### src/rtl/pc_gen_pkg.sv
// Shared constants and enums for the next-PC generator.
package pc_gen_pkg;

  localparam logic [31:0] RESET_PC_DEF   = 32'h0000_0000;
  localparam logic [31:0] IRQ_VECTOR_DEF = 32'h8000_0004;
  localparam logic [31:0] EXC_VECTOR_DEF = 32'h8000_0008;

  typedef enum logic [1:0] {
    ST_RUN      = 2'd0,
    ST_IRQ_PEND = 2'd1,
    ST_IRQ_TAKE = 2'd2
  } irq_state_e;

  typedef enum logic [2:0] {
    CAUSE_SEQ    = 3'd0,
    CAUSE_EXC    = 3'd1,
    CAUSE_BRANCH = 3'd2,
    CAUSE_IRQ    = 3'd3,
    CAUSE_STALL  = 3'd4,
    CAUSE_JR     = 3'd5,
    CAUSE_JUMP   = 3'd6
  } redirect_e;

  // Upper half of the address map is kernel space; interrupts are masked there.
  function automatic logic is_kernel(input logic [31:0] pc);
    return pc[31];
  endfunction

endpackage

### src/rtl/pc_gen_if.sv
// Control-flow inputs from the pipeline and redirect/trap outputs of pc_gen.
interface pc_gen_if;
  logic        stall;
  logic        br_taken;
  logic [31:0] br_target;
  logic        jump;
  logic [31:0] jump_target;
  logic        jr;
  logic [31:0] jr_target;
  logic        exc;
  logic [31:0] id_pc;
  logic        id_valid;
  logic        irq;

  logic [31:0] pc_next;
  logic [31:0] pc_q;
  logic        flush_if_id;
  logic        flush_id_ex;
  logic [31:0] epc;
  logic        epc_we;
  logic        irq_ack;

  modport slave (
    input  stall, br_taken, br_target, jump, jump_target, jr, jr_target,
           exc, id_pc, id_valid, irq,
    output pc_next, pc_q, flush_if_id, flush_id_ex, epc, epc_we, irq_ack
  );

  modport master (
    output stall, br_taken, br_target, jump, jump_target, jr, jr_target,
           exc, id_pc, id_valid, irq,
    input  pc_next, pc_q, flush_if_id, flush_id_ex, epc, epc_we, irq_ack
  );
endinterface

### src/rtl/pc_redirect_mux.sv
// Priority selection of the next fetch address plus flush / EPC decode.
module pc_redirect_mux
  import pc_gen_pkg::*;
#(
  parameter logic [31:0] IRQ_VECTOR = IRQ_VECTOR_DEF,
  parameter logic [31:0] EXC_VECTOR = EXC_VECTOR_DEF
) (
  input  logic        i_irq_take,
  input  logic        i_stall,
  input  logic        i_br_taken,
  input  logic        i_jump,
  input  logic        i_jr,
  input  logic        i_exc,
  input  logic        i_id_valid,
  input  logic [31:0] i_pc_q,
  input  logic [31:0] i_br_target,
  input  logic [31:0] i_jump_target,
  input  logic [31:0] i_jr_target,
  input  logic [31:0] i_id_pc,
  output logic [31:0] o_pc_next,
  output logic [31:0] o_epc_wdata,
  output logic        o_flush_if_id,
  output logic        o_flush_id_ex,
  output logic        o_epc_we,
  output logic        o_irq_ack
);

  redirect_e w_cause;

  always_comb begin
    w_cause = CAUSE_SEQ;
    if (i_exc)           w_cause = CAUSE_EXC;
    else if (i_br_taken) w_cause = CAUSE_BRANCH;
    else if (i_irq_take) w_cause = CAUSE_IRQ;
    else if (i_stall)    w_cause = CAUSE_STALL;
    else if (i_jr)       w_cause = CAUSE_JR;
    else if (i_jump)     w_cause = CAUSE_JUMP;
  end

  always_comb begin
    o_pc_next     = i_pc_q + 32'd4;
    o_epc_wdata   = i_id_pc;
    o_flush_if_id = 1'b0;
    o_flush_id_ex = 1'b0;
    o_epc_we      = 1'b0;
    o_irq_ack     = 1'b0;
    unique case (w_cause)
      CAUSE_EXC: begin
        o_pc_next     = EXC_VECTOR;
        o_flush_if_id = 1'b1;
        o_flush_id_ex = 1'b1;
        o_epc_we      = 1'b1;
      end
      CAUSE_BRANCH: begin
        o_pc_next     = i_br_target;
        o_flush_if_id = 1'b1;
        o_flush_id_ex = 1'b1;
      end
      CAUSE_IRQ: begin
        // A bubble in ID has no PC of its own; resume at the instruction in fetch.
        o_pc_next     = IRQ_VECTOR;
        o_epc_wdata   = i_id_valid ? i_id_pc : i_pc_q;
        o_flush_if_id = 1'b1;
        o_epc_we      = 1'b1;
        o_irq_ack     = 1'b1;
      end
      CAUSE_STALL: o_pc_next = i_pc_q;
      CAUSE_JR: begin
        o_pc_next     = i_jr_target;
        o_flush_if_id = 1'b1;
      end
      CAUSE_JUMP: begin
        o_pc_next     = i_jump_target;
        o_flush_if_id = 1'b1;
      end
      default: o_pc_next = i_pc_q + 32'd4;
    endcase
  end

endmodule

### src/rtl/pc_gen.sv
// Next-PC generator: fetch PC register, EPC register and interrupt-entry FSM.
module pc_gen
  import pc_gen_pkg::*;
#(
  parameter logic [31:0] RESET_PC   = RESET_PC_DEF,
  parameter logic [31:0] IRQ_VECTOR = IRQ_VECTOR_DEF,
  parameter logic [31:0] EXC_VECTOR = EXC_VECTOR_DEF
) (
  input  logic   clk,
  input  logic   reset,
  pc_gen_if.slave bus
);

  irq_state_e  r_state;
  irq_state_e  w_state_next;
  logic [31:0] r_pc_q;
  logic [31:0] r_epc;
  logic [31:0] w_pc_next;
  logic [31:0] w_epc_wdata;
  logic        w_flush_if_id;
  logic        w_flush_id_ex;
  logic        w_epc_we;
  logic        w_irq_ack;
  logic        w_kernel;
  logic        w_busy;

  assign w_kernel = is_kernel(r_pc_q);
  assign w_busy   = bus.stall | bus.br_taken | bus.jump | bus.jr;

  pc_redirect_mux #(
    .IRQ_VECTOR (IRQ_VECTOR),
    .EXC_VECTOR (EXC_VECTOR)
  ) u_mux (
    .i_irq_take    (r_state == ST_IRQ_TAKE),
    .i_stall       (bus.stall),
    .i_br_taken    (bus.br_taken),
    .i_jump        (bus.jump),
    .i_jr          (bus.jr),
    .i_exc         (bus.exc),
    .i_id_valid    (bus.id_valid),
    .i_pc_q        (r_pc_q),
    .i_br_target   (bus.br_target),
    .i_jump_target (bus.jump_target),
    .i_jr_target   (bus.jr_target),
    .i_id_pc       (bus.id_pc),
    .o_pc_next     (w_pc_next),
    .o_epc_wdata   (w_epc_wdata),
    .o_flush_if_id (w_flush_if_id),
    .o_flush_id_ex (w_flush_id_ex),
    .o_epc_we      (w_epc_we),
    .o_irq_ack     (w_irq_ack)
  );

  always_ff @(posedge clk or posedge reset) begin
    if (reset) begin
      r_state <= ST_RUN;
      r_pc_q  <= RESET_PC;
      r_epc   <= '0;
    end else begin
      r_state <= w_state_next;
      r_pc_q  <= w_pc_next;
      if (w_epc_we) r_epc <= w_epc_wdata;
    end
  end

  // Interrupt entry waits for a cycle with no redirect or stall in flight.
  always_comb begin
    w_state_next = r_state;
    unique case (r_state)
      ST_RUN: begin
        if (bus.irq && !w_kernel && !bus.exc)
          w_state_next = w_busy ? ST_IRQ_PEND : ST_IRQ_TAKE;
      end
      ST_IRQ_PEND: begin
        if (!bus.irq || w_kernel || bus.exc) w_state_next = ST_RUN;
        else if (!w_busy)                    w_state_next = ST_IRQ_TAKE;
      end
      ST_IRQ_TAKE: begin
        w_state_next = (bus.exc || bus.br_taken) ? ST_IRQ_PEND : ST_RUN;
      end
      default: w_state_next = ST_RUN;
    endcase
  end

  assign bus.pc_next     = w_pc_next;
  assign bus.pc_q        = r_pc_q;
  assign bus.flush_if_id = w_flush_if_id;
  assign bus.flush_id_ex = w_flush_id_ex;
  assign bus.epc         = w_epc_we ? w_epc_wdata : r_epc;
  assign bus.epc_we      = w_epc_we;
  assign bus.irq_ack     = w_irq_ack;

endmodule

### src/flat_wrapper.sv
// flat-port wrapper written by rule: the top's interface ports become plain ports
module pc_gen_flat import pc_gen_pkg::*;
#(
  parameter logic [31:0] RESET_PC   = RESET_PC_DEF,
  parameter logic [31:0] IRQ_VECTOR = IRQ_VECTOR_DEF,
  parameter logic [31:0] EXC_VECTOR = EXC_VECTOR_DEF
)
  (clk, reset, bus_stall, bus_br_taken, bus_br_target, bus_jump, bus_jump_target, bus_jr, bus_jr_target, bus_exc, bus_id_pc, bus_id_valid, bus_irq, bus_pc_next, bus_pc_q, bus_flush_if_id, bus_flush_id_ex, bus_epc, bus_epc_we, bus_irq_ack);
  pc_gen_if bus_i ();
  input  logic clk;
  input  logic reset;
  input wire logic [$bits(bus_i.stall)-1:0] bus_stall;
  input wire logic [$bits(bus_i.br_taken)-1:0] bus_br_taken;
  input wire logic [$bits(bus_i.br_target)-1:0] bus_br_target;
  input wire logic [$bits(bus_i.jump)-1:0] bus_jump;
  input wire logic [$bits(bus_i.jump_target)-1:0] bus_jump_target;
  input wire logic [$bits(bus_i.jr)-1:0] bus_jr;
  input wire logic [$bits(bus_i.jr_target)-1:0] bus_jr_target;
  input wire logic [$bits(bus_i.exc)-1:0] bus_exc;
  input wire logic [$bits(bus_i.id_pc)-1:0] bus_id_pc;
  input wire logic [$bits(bus_i.id_valid)-1:0] bus_id_valid;
  input wire logic [$bits(bus_i.irq)-1:0] bus_irq;
  output wire logic [$bits(bus_i.pc_next)-1:0] bus_pc_next;
  output wire logic [$bits(bus_i.pc_q)-1:0] bus_pc_q;
  output wire logic [$bits(bus_i.flush_if_id)-1:0] bus_flush_if_id;
  output wire logic [$bits(bus_i.flush_id_ex)-1:0] bus_flush_id_ex;
  output wire logic [$bits(bus_i.epc)-1:0] bus_epc;
  output wire logic [$bits(bus_i.epc_we)-1:0] bus_epc_we;
  output wire logic [$bits(bus_i.irq_ack)-1:0] bus_irq_ack;
  assign bus_i.stall = bus_stall;
  assign bus_i.br_taken = bus_br_taken;
  assign bus_i.br_target = bus_br_target;
  assign bus_i.jump = bus_jump;
  assign bus_i.jump_target = bus_jump_target;
  assign bus_i.jr = bus_jr;
  assign bus_i.jr_target = bus_jr_target;
  assign bus_i.exc = bus_exc;
  assign bus_i.id_pc = bus_id_pc;
  assign bus_i.id_valid = bus_id_valid;
  assign bus_i.irq = bus_irq;
  assign bus_pc_next = bus_i.pc_next;
  assign bus_pc_q = bus_i.pc_q;
  assign bus_flush_if_id = bus_i.flush_if_id;
  assign bus_flush_id_ex = bus_i.flush_id_ex;
  assign bus_epc = bus_i.epc;
  assign bus_epc_we = bus_i.epc_we;
  assign bus_irq_ack = bus_i.irq_ack;
  pc_gen #(.RESET_PC(RESET_PC), .IRQ_VECTOR(IRQ_VECTOR), .EXC_VECTOR(EXC_VECTOR)) u_core (.clk(clk), .reset(reset), .bus(bus_i));
endmodule
### config.mk
export PLATFORM = sky130hd
export DESIGN_NAME = pc_gen_flat
export DESIGN_NICKNAME = d
export VERILOG_FILES = /design/src/rtl/pc_gen_pkg.sv /design/src/rtl/pc_gen_if.sv /design/src/rtl/pc_redirect_mux.sv /design/src/rtl/pc_gen.sv /design/src/flat_wrapper.sv
export SDC_FILE = /design/constraint.sdc
export NUM_CORES = 1
export LEC_CHECK = 0
export CAP_MARGIN = 25
export CORE_MARGIN = 2
export CORE_UTILIZATION = 32
export DETAILED_ROUTE_END_ITERATION = 8
export HOLD_SLACK_MARGIN = 0.05
export PLACE_DENSITY = 0.71
export SETUP_SLACK_MARGIN = 0.15
export SYNTH_ARGS = -nofsm -noshare
export SYNTH_HDL_FRONTEND = slang
export SYNTH_SLANG_ARGS = --single-unit
### constraint.sdc
create_clock -name clk -period 2.4 [get_ports clk]
set_input_delay 0.48 -clock clk [delete_from_list [all_inputs] [get_ports clk]]
set_output_delay 0.48 -clock clk [all_outputs]
set_load 0.005 [all_outputs]
==> impl_metrics.tcl <==
set metrics [dict create \
    area_growth_syn_to_layout_pct 166 \
    synth_cell_type_count 47 \
    num_rows 41 \
    fmax_mhz 348 \
    powerDensity_mw_per_mm2 423 \
    clkTransAtPathRegs_ns 0.06 \
    path_cells "buf_4 -> nor2b_4 -> buf_6 -> nor4_4 -> buf_4 -> buf_8 -> buf_12 -> buf_6 -> a222oi_1 -> a21oi_1 -> buf_2" \
    core-area_mm2 0.0125 \
    grt-ovfl-total 0 \
    drv_slew 0 \
    peakVddDrop_uv 353 \
    fillCellCount 610 \
    port_buffers 236 \
    dr.first_iter.drc_count 911 \
    wirelength_um 31500 \
    postSynthAreaPerCell_um2 8.69 \
    clock_path_buffers 2 \
    die_w_um 117 \
    rsz0062_at_grt "yes" \
    critical-path-top-delay-family "buffers and inverters" \
    dieArea_mm2 0.0137 \
    cts_sinks 66 \
    yosys_warnings 0 \
    postRouteAntennaNets 0 \
    status "finished, violations left" \
    hold_path.class "in2async" \
    violations "setup timing" \
    hpwl_um 14400 \
    max_stage_delay_ns 0.40 \
    crit_arrival_ns 2.40 \
    maxSlewHeadroom_pct 61.7 \
    drive_above_1_share_pct 55.2 \
    fin_util_pct 86.7 \
    start_kind "register" \
    synth_area_mm2 0.00408 \
    fin_crit_sh_pct 120 \
    synth_ff_type "dfrtp_1" \
    path_max_fanout 6 \
    insertion_delay_ns 0.36 \
    ys_top_cells_by_area "dfrtp_1, mux2i_1, a21oi_1" \
    antenna_found_initial 1 \
    tritoncts "yes" \
    grt_usage_pct 37.9 \
    drv_cap 0 \
    async_reset_ff_share_pct 100 \
    top_level_ports 237 \
    final_cell_mix "buf_4, clkdlybuf4s50_1, buf_6" \
    syn_nets 608 \
    fin_nets 1133 \
    grt_pass1_wl_um 38400 \
    slowest_stage "dfrtp_1" \
    grt_max_degree 67 \
    crit_buf_inv 7 \
    synth_top_area_cell "dfrtp_1" \
    hold_viol 0 \
    synth-edff-count 0 \
    crit_type "reg2out" \
    fin_skew_ns 0.0113 \
    fin_tns_setup_ns -19.08 \
    mostFrequentLayoutCell "buf_4" \
    dr.pass1.iters 6 \
    r2r_setup_slack_ns -0.28 \
    fin_crit_ns 2.88 \
    cp.required_ns 1.92 \
    syn_inst 470 \
    netlist.area_leader.share_pct 40.5 \
    cts_root_buf "clkbuf_16" \
    drc 0 \
    avgViaCountPerCell 6.00 \
    grt_pass1_vias 6769 \
    num_vias 7042 \
    power_leakage_nw 4.60 \
    dieHeight_um 117 \
    ys_seq_elements 66 \
    cts_buffers 9 \
    worst_pin_slew_ns 0.575 \
    start_util_pct 32.6 \
    place_congestion 0.838 \
    setup_ws_ns -0.477 \
    htree_levels 3 \
    wl_per_cell_um 26.8 \
    end_kind "output pin" \
    synth_seq_area_share_pct 40.5 \
    finalSetupViolCount 73 \
]
-- per-layer routing --
layer  track usage (%)  up-vias  share of wire [%]
li1                  -     2817                  -
met1              45.1     3352                 34
met2              63.0      636                 48
met3              8.65      237                 11
met4              21.8        0                8.0
met5                 0        -                  0
-- per-stage QoR --
step	power, mW	hold slack, ns	instances	instance area (µm²)	setup WS (ns)
floorplan	1.60	0.526	470	4170	0.120
global placement	2.36	0.532	957	7630	-0.731
detailed placement	2.38	0.541	957	7630	-0.785
CTS	4.28	0.524	1143	10000	-0.303
global route	4.69	0.560	1172	10800	-0.534
finish	4.59	0.506	1173	10900	-0.477
-- cells in the mapped netlist, types with 3 or more instances --
master / count
dfrtp_1: 66
a21oi_1: 65
nor2_1: 53
nand2_1: 38
mux2i_1: 35
o21ai_0: 33
clkbuf_1: 31
xor2_1: 13
a221oi_1: 12
a222oi_1: 12
nand3_1: 12
nand3b_1: 10
and3_1: 8
nand4_1: 8
nor3_1: 7
a22oi_1: 6
a31oi_1: 6
inv_1: 6
nor2b_1: 5
xnor2_1: 5
buf_2: 4
o211ai_1: 3
or3_2: 3
-- where the power goes --
| group | leakage (nW) | total, mW | internal [mW] | switching, mW |
|---|---|---|---|---|
| registers | 0.788 | 1.27 | 1.21 | 0.0653 |
| clock network | 0.165 | 1.58 | 0.994 | 0.588 |
| logic | 3.65 | 1.73 | 0.980 | 0.754 |
-- logic make-up (layout without fill, tap and decap cells) --
logic type | count (synthesis) | after routing | share of synthesized area (%)
DFF | 66 | 66 | 40.5
AOI/OAI and AO/OA | 152 | 152 | 23.3
adders and majority gates | 1 | 1 | 0.306
and+or+nand+nor | 157 | 157 | 19.6
other | 0 | 1 | 0
xor gates and xnor gates | 18 | 18 | 3.86
muxes | 35 | 35 | 8.58
buffers and inverters | 41 | 571 | 3.89
-- sequential cells by signal, indices dropped and copies added, names as in the netlist --
name	count
u_core.r_epc	32
u_core.bus.pc_q	32
u_core.r_state	2
-- timing repair --
action                     CTS  global route
setup endpoints to repair   68            78
hold buffers                 0             0
buffers inserted           158            29
pin swaps                   75            35
gates resized for setup    442           143
gates cloned                12             0
-- worst min-delay path, stage by stage --
cell and delay, ns:
clkdlybuf4s50_1 0.42, inv_2 0.07, buf_12 0.30
-- path summary, 6_finish.rpt --
check	start	end	cells after the start
max in group asynchronous	reset	u_core.r_epc[15]$_DFF_PP0_	3
worst min register to register	u_core.r_epc[6]$_DFF_PP0_	u_core.r_epc[6]$_DFF_PP0_	2
worst max register to register	u_core.r_state[0]$_DFFE_PP0P_	u_core.r_epc[24]$_DFF_PP0_	18
worst min-delay path	reset	u_core.r_epc[13]$_DFF_PP0_	3
min in group clk	u_core.r_epc[6]$_DFF_PP0_	u_core.r_epc[6]$_DFF_PP0_	2
worst max-delay path	u_core.r_state[1]$_DFFE_PP0P_	bus_pc_next[17]	11
-- cell type report --
| class | instances | area (µm²) | area share [%] |
|---|---|---|---|
| repair buffers | 549 | 5370 | 49.5 |
| multi-input cells | 363 | 3240 | 29.8 |
| flip-flops and latches | 66 | 1660 | 15.3 |
| clock buffers | 12 | 267 | 2.46 |
| well taps | 172 | 215 | 1.98 |
| clock inverters | 4 | 72.6 | 0.669 |
| inverters | 6 | 22.5 | 0.208 |
| diodes | 1 | 2.50 | 0.0231 |
(Power assumes the default switching activity.)
